`src/rtl/shreg_pkg.sv`:
```
// Shared encodings for the burst shift register controller.
// Build option: define SHREG_ROTATE_EN to enable the rotl/rotr modes.
package shreg_pkg;

  localparam int MODE_W = 3;

  typedef enum logic [MODE_W-1:0] {
    SHL   = 3'b000,
    SHR   = 3'b001,
    LOAD  = 3'b010,
    CLEAR = 3'b011,
    ROTL  = 3'b100,
    ROTR  = 3'b101
  } mode_e;

  typedef enum logic [1:0] {
    IDLE  = 2'd0,
    SHIFT = 2'd1,
    DONE  = 2'd2
  } state_e;

  // True for modes that run a counted burst of steps in this build.
  function automatic logic is_burst(input logic [MODE_W-1:0] mode);
`ifdef SHREG_ROTATE_EN
    return (mode == SHL) || (mode == SHR) || (mode == ROTL) || (mode == ROTR);
`else
    return (mode == SHL) || (mode == SHR);
`endif
  endfunction

endpackage

```
`src/rtl/shreg_core.sv`:
```
// WIDTH*DEPTH storage with one-word shift/rotate, parallel load and clear.
// Build option: SHREG_ROTATE_EN adds the rotate input and feedback mux.
module shreg_core #(
  parameter int WIDTH = 1,
  parameter int DEPTH = 256
) (
  input  logic                   clk,
  input  logic                   rst_n,
  input  logic                   step_i,
  input  logic                   dir_i,
`ifdef SHREG_ROTATE_EN
  input  logic                   rot_i,
`endif
  input  logic                   load_i,
  input  logic                   clear_i,
  input  logic [WIDTH-1:0]       din_i,
  input  logic [WIDTH*DEPTH-1:0] pdata_i,
  output logic [WIDTH*DEPTH-1:0] pdata_o,
  output logic [WIDTH-1:0]       out_word_o
);

  logic [WIDTH*DEPTH-1:0] data_q, data_d;
  logic [WIDTH-1:0]       in_word;

  // dir_i=0 moves words toward the top index, so the top word leaves.
  assign out_word_o = dir_i ? data_q[WIDTH-1:0] : data_q[WIDTH*DEPTH-1 -: WIDTH];

`ifdef SHREG_ROTATE_EN
  assign in_word = rot_i ? out_word_o : din_i;
`else
  assign in_word = din_i;
`endif

  always_comb begin
    data_d = data_q;
    if (clear_i) begin
      data_d = '0;
    end else if (load_i) begin
      data_d = pdata_i;
    end else if (step_i) begin
      if (dir_i) begin
        data_d = {in_word, data_q[WIDTH*DEPTH-1:WIDTH]};
      end else begin
        data_d = {data_q[WIDTH*(DEPTH-1)-1:0], in_word};
      end
    end
  end

  always_ff @(posedge clk or negedge rst_n) begin
    if (!rst_n) begin
      data_q <= '0;
    end else begin
      data_q <= data_d;
    end
  end

  assign pdata_o = data_q;

endmodule

```
`src/rtl/shift_register_ctrl.sv`:
```
// Command-driven burst shift register: handshake, step counter and flags.
// Build option: SHREG_ROTATE_EN enables modes 100/101 (otherwise illegal).
module shift_register_ctrl
  import shreg_pkg::*;
#(
  parameter int WIDTH   = 1,
  parameter int DEPTH   = 256,
  parameter int COUNT_W = 9
) (
  input  logic                   clk,
  input  logic                   rst_n,
  input  logic                   cmd_valid_i,
  output logic                   cmd_ready_o,
  input  logic [MODE_W-1:0]      cmd_mode_i,
  input  logic [COUNT_W-1:0]     cmd_count_i,
  input  logic [WIDTH-1:0]       din_i,
  input  logic                   din_valid_i,
  input  logic [WIDTH*DEPTH-1:0] pdata_in_i,
  output logic [WIDTH*DEPTH-1:0] pdata_out_o,
  output logic [WIDTH-1:0]       dout_o,
  output logic                   dout_valid_o,
  output logic                   busy_o,
  output logic                   done_o,
  output logic                   cmd_err_o
);

  state_e             state_q, state_d;
  logic               dir_q, dir_d;
  logic [COUNT_W-1:0] count_q, count_d;
  logic               err_q, err_d;
  logic [WIDTH-1:0]   dout_q, dout_d;
  logic               dout_valid_q, dout_valid_d;
  logic               step, load, clear, step_en;
  logic [WIDTH-1:0]   out_word;

`ifdef SHREG_ROTATE_EN
  logic rot_q, rot_d;
  assign step_en = din_valid_i || rot_q;
`else
  assign step_en = din_valid_i;
`endif

  // Only the decoded direction/rotate bits are kept; legality is resolved at accept.
  always_comb begin
    state_d      = state_q;
    dir_d        = dir_q;
    count_d      = count_q;
    err_d        = err_q;
    dout_d       = dout_q;
    dout_valid_d = 1'b0;
    step         = 1'b0;
    load         = 1'b0;
    clear        = 1'b0;
`ifdef SHREG_ROTATE_EN
    rot_d        = rot_q;
`endif
    case (state_q)
      IDLE: begin
        if (cmd_valid_i) begin
          dir_d   = cmd_mode_i[0];
`ifdef SHREG_ROTATE_EN
          rot_d   = cmd_mode_i[2];
`endif
          count_d = cmd_count_i;
          err_d   = 1'b0;
          state_d = DONE;
          if (is_burst(cmd_mode_i)) begin
            if (cmd_count_i != '0) state_d = SHIFT;
          end else if (cmd_mode_i == LOAD) begin
            load = 1'b1;
          end else if (cmd_mode_i == CLEAR) begin
            clear = 1'b1;
          end else begin
            err_d = 1'b1;
          end
        end
      end
      SHIFT: begin
        if (step_en) begin
          step         = 1'b1;
          dout_d       = out_word;
          dout_valid_d = 1'b1;
          count_d      = count_q - COUNT_W'(1);
          if (count_q == COUNT_W'(1)) state_d = DONE;
        end
      end
      DONE: begin
        state_d = IDLE;
      end
      default: begin
        state_d = IDLE;
      end
    endcase
  end

  always_ff @(posedge clk or negedge rst_n) begin
    if (!rst_n) begin
      state_q      <= IDLE;
      dir_q        <= 1'b0;
      count_q      <= '0;
      err_q        <= 1'b0;
      dout_q       <= '0;
      dout_valid_q <= 1'b0;
`ifdef SHREG_ROTATE_EN
      rot_q        <= 1'b0;
`endif
    end else begin
      state_q      <= state_d;
      dir_q        <= dir_d;
      count_q      <= count_d;
      err_q        <= err_d;
      dout_q       <= dout_d;
      dout_valid_q <= dout_valid_d;
`ifdef SHREG_ROTATE_EN
      rot_q        <= rot_d;
`endif
    end
  end

  shreg_core #(
    .WIDTH (WIDTH),
    .DEPTH (DEPTH)
  ) u_core (
    .clk        (clk),
    .rst_n      (rst_n),
    .step_i     (step),
    .dir_i      (dir_q),
`ifdef SHREG_ROTATE_EN
    .rot_i      (rot_q),
`endif
    .load_i     (load),
    .clear_i    (clear),
    .din_i      (din_i),
    .pdata_i    (pdata_in_i),
    .pdata_o    (pdata_out_o),
    .out_word_o (out_word)
  );

  assign cmd_ready_o  = (state_q == IDLE);
  assign busy_o       = (state_q != IDLE);
  assign done_o       = (state_q == DONE);
  assign cmd_err_o    = (state_q == DONE) && err_q;
  assign dout_o       = dout_q;
  assign dout_valid_o = dout_valid_q;

endmodule

```
`config.mk`:
```
export PLATFORM = sky130hd
export DESIGN_NAME = shift_register_ctrl
export DESIGN_NICKNAME = d
export VERILOG_FILES = /design/src/rtl/shreg_pkg.sv /design/src/rtl/shreg_core.sv /design/src/rtl/shift_register_ctrl.sv
export SDC_FILE = /design/constraint.sdc
export NUM_CORES = 1
export LEC_CHECK = 0
export CAP_MARGIN = 10
export CORE_AREA = 2 2 211 213
export CTS_CLUSTER_SIZE = 28
export DETAILED_ROUTE_END_ITERATION = 6
export DIE_AREA = 0 0 213 215
export SLEW_MARGIN = 0
export SYNTH_ARGS = -nofsm -noshare
export SYNTH_HDL_FRONTEND = slang
export SYNTH_SLANG_ARGS = --single-unit
```
`constraint.sdc`:
```
create_clock -name clk -period 5.03 [get_ports clk]
set_input_delay 1.509 -clock clk [delete_from_list [all_inputs] [get_ports clk]]
set_output_delay 1.509 -clock clk [all_outputs]
set_load 0.02 [all_outputs]
```
==> metrics.txt, run 1 <==
Total Routing Usage GR approximately a quarter; Clock Latency Late Sink between 0.5 and 0.6 ns; final setup fails 0; Vias/cell 5.454; Synth Warn # 0; HP Start count_q[8]; Post-Route WL about 58 mm; Non-Filler Instances 2730; Post-synth EDFFs 0; Power Total 13.50 mW; WP data required approximately 3.5 ns; Detail Route Antenna Nets 0; layout cells sized above 1 4.368%; PD cells 617.8 nW/um^2; reg2reg start state_q[0]; R2R cell count 6; Post-Synthesis Cell Area 15080 um^2; VDD IR-drop max approximately 0.00037 V; Sink Count 271; Placed Area 20690 um^2; Critical Path AT roughly 2.2 ns; clock root cell clkbuf_16; Finished Core Util ~50%; commonest cells after routing, fill and taps aside clkdlybuf4s50_1, dfrtp_1, a21oi_1, nand2_1, nor2b_1; Final min period around 3.7 ns; Die Ht between 200 and 250 um; Slew Limit Fails 0; antenna violations before repair 14; RSZ-0062 raised after global routing no; syn_area_per_cell about 9.0 um^2; vias in the first global route roughly 15000; Setup Skew approximately 0.0094 ns; Port Buf Inserts approximately 530; CTS tree done; # DRC 0; first-pass GRT wire length just under 90 mm; Core ar. approximately 44000 um^2; DIE WIDTH about 210 um; TritonCTS Buffers 35; post-cts sizing count 0; Startpoint Class register; hold crit path type register to register; register area share after synthesis 44.98%; Die ar. approximately 46000 um^2; share of flip-flops with an asynchronous set or reset 100.0%; crit share post-route between 70% and 80%; status finished clean; Fin. Hold Viols 0; Post-DP HPWL 39.16 mm; Core Rows between 70 and 80; synthesis-to-layout area growth 44.92%; worst reg2reg endpoint u_core.pdata_o[199]; critical path type register to output port; average wire per standard cell approximately 21 um; Most used DFF post-synth dfrtp_1; Hold Path End count_q[8]; syn nets a little under 2000; fill count around 4100; H-tree levels 2; grt ovf 0; synth unique cells 46; clk slew on worst S/H paths roughly 0.060 ns; worst hold path depth 1; cell total after placement between 2000 and 3000; Initial Util 34.54%; Post-Syn Instances around 1700; P_leak approximately 8.4 nW; Pre-Repair DR Iteration Count 5; fin area ~22000 um^2; Final nets about 2400; Post-CTS Setup Bufs 0; clk buf depth 3; pin slew with the least headroom to its limit just over 1 ns; DRT iter0 DRCs 1217; max-cap violations 0; vias post-DR around 15000; IO Pins 535; largest net degree at the start of global routing approximately 130; Seq cells post-synth around 270; max frequency 268.7 MHz; Slew headroom about 32%; hold buffers post-CTS 0; CP max FO 10; flop2flop setup slack 2.35 ns; most common cell after layout, fill and taps aside clkdlybuf4s50_1; Final GP Congestion between 0.8 and 0.9; setup TNS 0 ns; crit path capture type output port
power breakdown:
group	internal (mW)	switching (mW)	leakage (nW)
sequential	3.07	1.16	3.65
clock	1.52	0.981	0.562
combinational	3.14	3.62	4.22
through the flow:
stage | setup slack (ns) | hold slack (ns)
after floorplan | 2.346 | 0.4578
after global placement | 1.217 | 0.4846
after detailed placement | 1.147 | 0.4848
after CTS | 1.300 | 0.5001
after global routing | 1.246 | 0.5298
final | 1.309 | 0.5023
kinds of logic (layout without fill, tap and decap cells):
logic type / after synthesis / in the layout / share of synthesized area (%)
other cells: 0 / 9 / 0
flops: 271 / 271 / 44.98
buf+inv: 168 / 626 / 6.432
compound gates: 672 / 672 / 27.84
fa+ha+maj: 2 / 2 / 0.1660
simple gates: 490 / 490 / 16.04
mux: 68 / 68 / 4.531
how the worst max path moves through the flow:
stage / from / end / slack, ns / cells past startpoint
2_1_floorplan: cmd_mode_i[2] / u_core.pdata_o[25] / 2.35 / 7
6_report: state_q[1] / cmd_err_o / 1.31 / 3
4_1_cts: state_q[1] / cmd_err_o / 1.30 / 3
3_3_place_gp: cmd_valid_i / u_core.pdata_o[1] / 1.22 / 7
5_1_grt: state_q[1] / cmd_err_o / 1.25 / 3
3_5_place_dp: cmd_valid_i / u_core.pdata_o[253] / 1.15 / 7
flip-flops by register name, summed over array words and instances, names as in the netlist:
name / count
count_q: 9
dir_q: 1
dout_o: 1
dout_valid_o: 1
err_q: 1
state_q: 2
u_core.pdata_o: 256
area by class of cell:
| cell class | count | area (um^2) | area share, % |
|---|---|---|---|
| well taps | 592 | 740.7 | 3.390 |
| inverters | 6 | 27.53 | 0.1260 |
| multi-input cells | 1232 | 7350 | 33.64 |
| flip-flops and latches | 271 | 6785 | 31.06 |
| clock buffers | 57 | 1131 | 5.177 |
| diodes | 9 | 22.52 | 0.1031 |
| repair buffers | 562 | 5786 | 26.48 |
| clock inverters | 1 | 5.005 | 0.02291 |
critical path, cell delays in order, from the launching register on:
cell             delay [ns]
dfrtp_1                0.58
nor2b_1                0.30
and2_1                 0.19
clkdlybuf4s50_1        0.61
synthesized netlist by cell type (all sizes together) (2+ instances only):
cell,number,area share [%]
buf,79,4.1
inv,6,0.15
mux2,2,0.15
and2,3,0.12
nor2b,195,8.1
or2,2,0.083
nor4,2,0.083
a21oi,200,6.6
nor3,4,0.13
o32ai,2,0.12
or4,2,0.10
a221o,63,4.2
nand2,201,5.0
nor2,71,1.8
nand3,2,0.066
ha,2,0.17
clkbuf,83,2.1
a211oi,193,9.6
dfrtp,271,45
mux2i,66,4.4
o21ai,204,6.8
layer usage:
metal,global-route usage [%],wire (um)
met1,31.30,24150
met2,37.76,26290
met3,7.014,4839
met4,11.03,2191
met5,0,70
No activity file was read; power rests on OpenSTA's default activity.
==> inputs of run 2 (changes only) <==
--- a/config.mk
+++ b/config.mk
@@ -10,6 +10,7 @@
 export CTS_CLUSTER_SIZE = 28
 export DETAILED_ROUTE_END_ITERATION = 6
 export DIE_AREA = 0 0 213 215
+export PLACE_DENSITY = 0.67
 export SLEW_MARGIN = 0
 export SYNTH_ARGS = -nofsm -noshare
 export SYNTH_HDL_FRONTEND = slang
==> constraint.sdc (replaced) <==
create_clock -name clk -period 3.1 [get_ports clk]
set_input_delay 0.93 -clock clk [delete_from_list [all_inputs] [get_ports clk]]
set_output_delay 0.93 -clock clk [all_outputs]
set_load 0.02 [all_outputs]
==> run 2 against run 1 <==
Critical path depth unchanged. Cell count up 1.6%. Sequential share of layout area down 0.71 points. Highest routed layer unchanged. Sequential power up 64%. Largest cell class unchanged. Register-to-register slack worse by 1.5 ns. Clock power up 63%.
==> metrics.txt, run 2 (synthesized netlist as in run 1, its figures left out) <==
synthesis-to-layout area growth 48.32% (was 44.92%); Detail Route Antenna Nets 0 (unchanged); largest net degree at the start of global routing 73 (was 126); CTS tree done (unchanged); VDD IR-drop max 0.0004502 V (was 0.0003723 V); layout cells sized above 1 6.789% (was 4.368%); Setup Skew 0.01390 ns (was 0.009368 ns); TritonCTS Buffers 34 (was 35); fill count 3956 (was 4101); cell total after placement 2713 (was 2663); Hold WS 0.3828 ns (was 0.5023 ns); Core Rows 77 (unchanged); P_leak 8.728 nW (was 8.428 nW); WP data required 2.17 ns (was 3.52 ns); max-cap violations 0 (unchanged); crit path capture type output port (unchanged); PD cells 998.3 nW/um^2 (was 617.8 nW/um^2); crit share post-route 95.07%; # DRC 0 (unchanged); Initial Util 34.54% (unchanged); final setup fails 0 (unchanged); max frequency ~340 MHz; status finished clean (unchanged); IO Pins 535 (unchanged); setup TNS 0 ns (unchanged); Final nets 2432 (was 2383); grt ovf 0 (unchanged); setup ws final 0.1529 ns (was 1.309 ns); DRT iter0 DRCs 1422 (was 1217); Clock Latency Late Sink 0.53 ns (about the same); average wire per standard cell 20.32 um (was 21.08 um); Final GP Congestion 0.9064 (was 0.8615); critical path type register to output port (unchanged); clk slew on worst S/H paths 0.06 ns (about the same); clock root cell clkbuf_16 (unchanged); CP max FO 4 (was 10); Setup WS pre-CTS 0.07274 ns (was 1.147 ns); Post-CTS Setup Bufs 0 (unchanged); max reg flops 256 (unchanged); RSZ-0062 raised after global routing no (unchanged); Non-Filler Instances 2775 (was 2730); hold buffers post-CTS 0 (unchanged); Core ar. 43640 um^2 (unchanged); Port Buf Inserts 534 (unchanged); Total Routing Usage GR 23.78% (was 24.34%); commonest cells after routing, fill and taps aside clkdlybuf4s50_1, dfrtp_1, a21oi_1, nand2_1, nor2b_1 (unchanged); Final min period between 2 and 3 ns; H-tree levels 2 (unchanged); first-pass GRT wire length 86.24 mm (was 87.98 mm); Vias/cell 5.467 (was 5.454); DIE WIDTH 213 um (unchanged); Die Ht 215 um (unchanged); flop2flop setup slack 0.87 ns (was 2.35 ns); Post-Route WL 56.38 mm (was 57.55 mm); Slew Limit Fails 0 (unchanged); Critical Path AT 2.02 ns (was 2.21 ns); most common cell after layout, fill and taps aside clkdlybuf4s50_1 (unchanged); post-cts sizing count 0 (unchanged); antenna violations before repair 4 (was 14); Sink Count 271 (unchanged); vias post-DR 15171 (was 14889); Slew headroom 48.77% (was 32.33%); vias in the first global route 14565 (was 14627); pin slew with the least headroom to its limit 0.7684 ns (was 1.015 ns); Fin. Hold Viols 0 (unchanged); Startpoint Class register (unchanged); hold crit path type input port to async pin (was register to register); clk buf depth 3 (unchanged); Post-DP HPWL 40.07 mm (was 39.16 mm); Die ar. 45800 um^2 (unchanged); Pre-Repair DR Iteration Count 5 (unchanged)
-- run 2: cell types whose count changed in the layout (fill, tap and decap cells not counted) --
cell        change
clkbuf_1        -4
buf_4          +39
diode_2         -6
clkinv_4        +1
clkinvlp_4      +1
bufinv_16       +1
clkinv_2        +5
buf_12         +11
clkbuf_8        -3
-- run 2: where the power goes --
part	internal, mW	total, mW	switching [mW]
registers	4.98	6.92	1.94
logic	5.40	11.3	5.92
clock network	2.48	4.08	1.60
total	12.9	22.3	9.46
-- run 2: stage by stage --
step	utilization, %	power [mW]	instance area (um^2)
3_5_place_dp	48.58	18.23	21200
3_3_place_gp	48.58	18.04	21200
6_report	51.23	22.32	22360
4_1_cts	51.22	22.43	22350
2_1_floorplan	-	12.81	15080
5_1_grt	51.23	23.61	22360
-- run 2: final cells by class --
class                           instances  area, um^2  area share [%]
Inverter                                6       27.53          0.1231
Multi-Input combinational cell       1232        7350           32.87
Antenna cell                            3       7.507         0.03357
Timing Repair Buffer                  612        6299           28.17
Tap cell                              592       740.7           3.313
Sequential cell                       271        6785           30.35
Clock inverter                          9       76.32          0.3413
Clock buffer                           50        1075           4.807
-- run 2: layer usage --
layer / wire length, um / global-route usage, % / share of wire (%) / vias up
met1: 23040 / 30.52 / 41 / 7347
met4: 1941 / 9.790 / 3.4 / 2
li1: - / - / - / 7021
met2: 26800 / 38.86 / 48 / 690
met3: 4579 / 4.910 / 8.1 / 111
met5: 13 / 0 / 0.023 / -
-- run 2: worst max-delay path: stages, from the launching register on --
cell and delay (ns):
dfrtp_1 0.47, nor2b_1 0.22, and2_1 0.16, clkdlybuf4s50_1 0.63
-- run 2: final timing paths --
check | to | start | depth (start not counted)
min reg2reg | err_q | err_q | 1
max | cmd_err_o | state_q[1] | 3
min in group clk | err_q | err_q | 1
max in group asynchronous | u_core.pdata_o[117] | rst_n | 2
max reg2reg | u_core.pdata_o[28] | state_q[0] | 7
min | u_core.pdata_o[4] | rst_n | 1
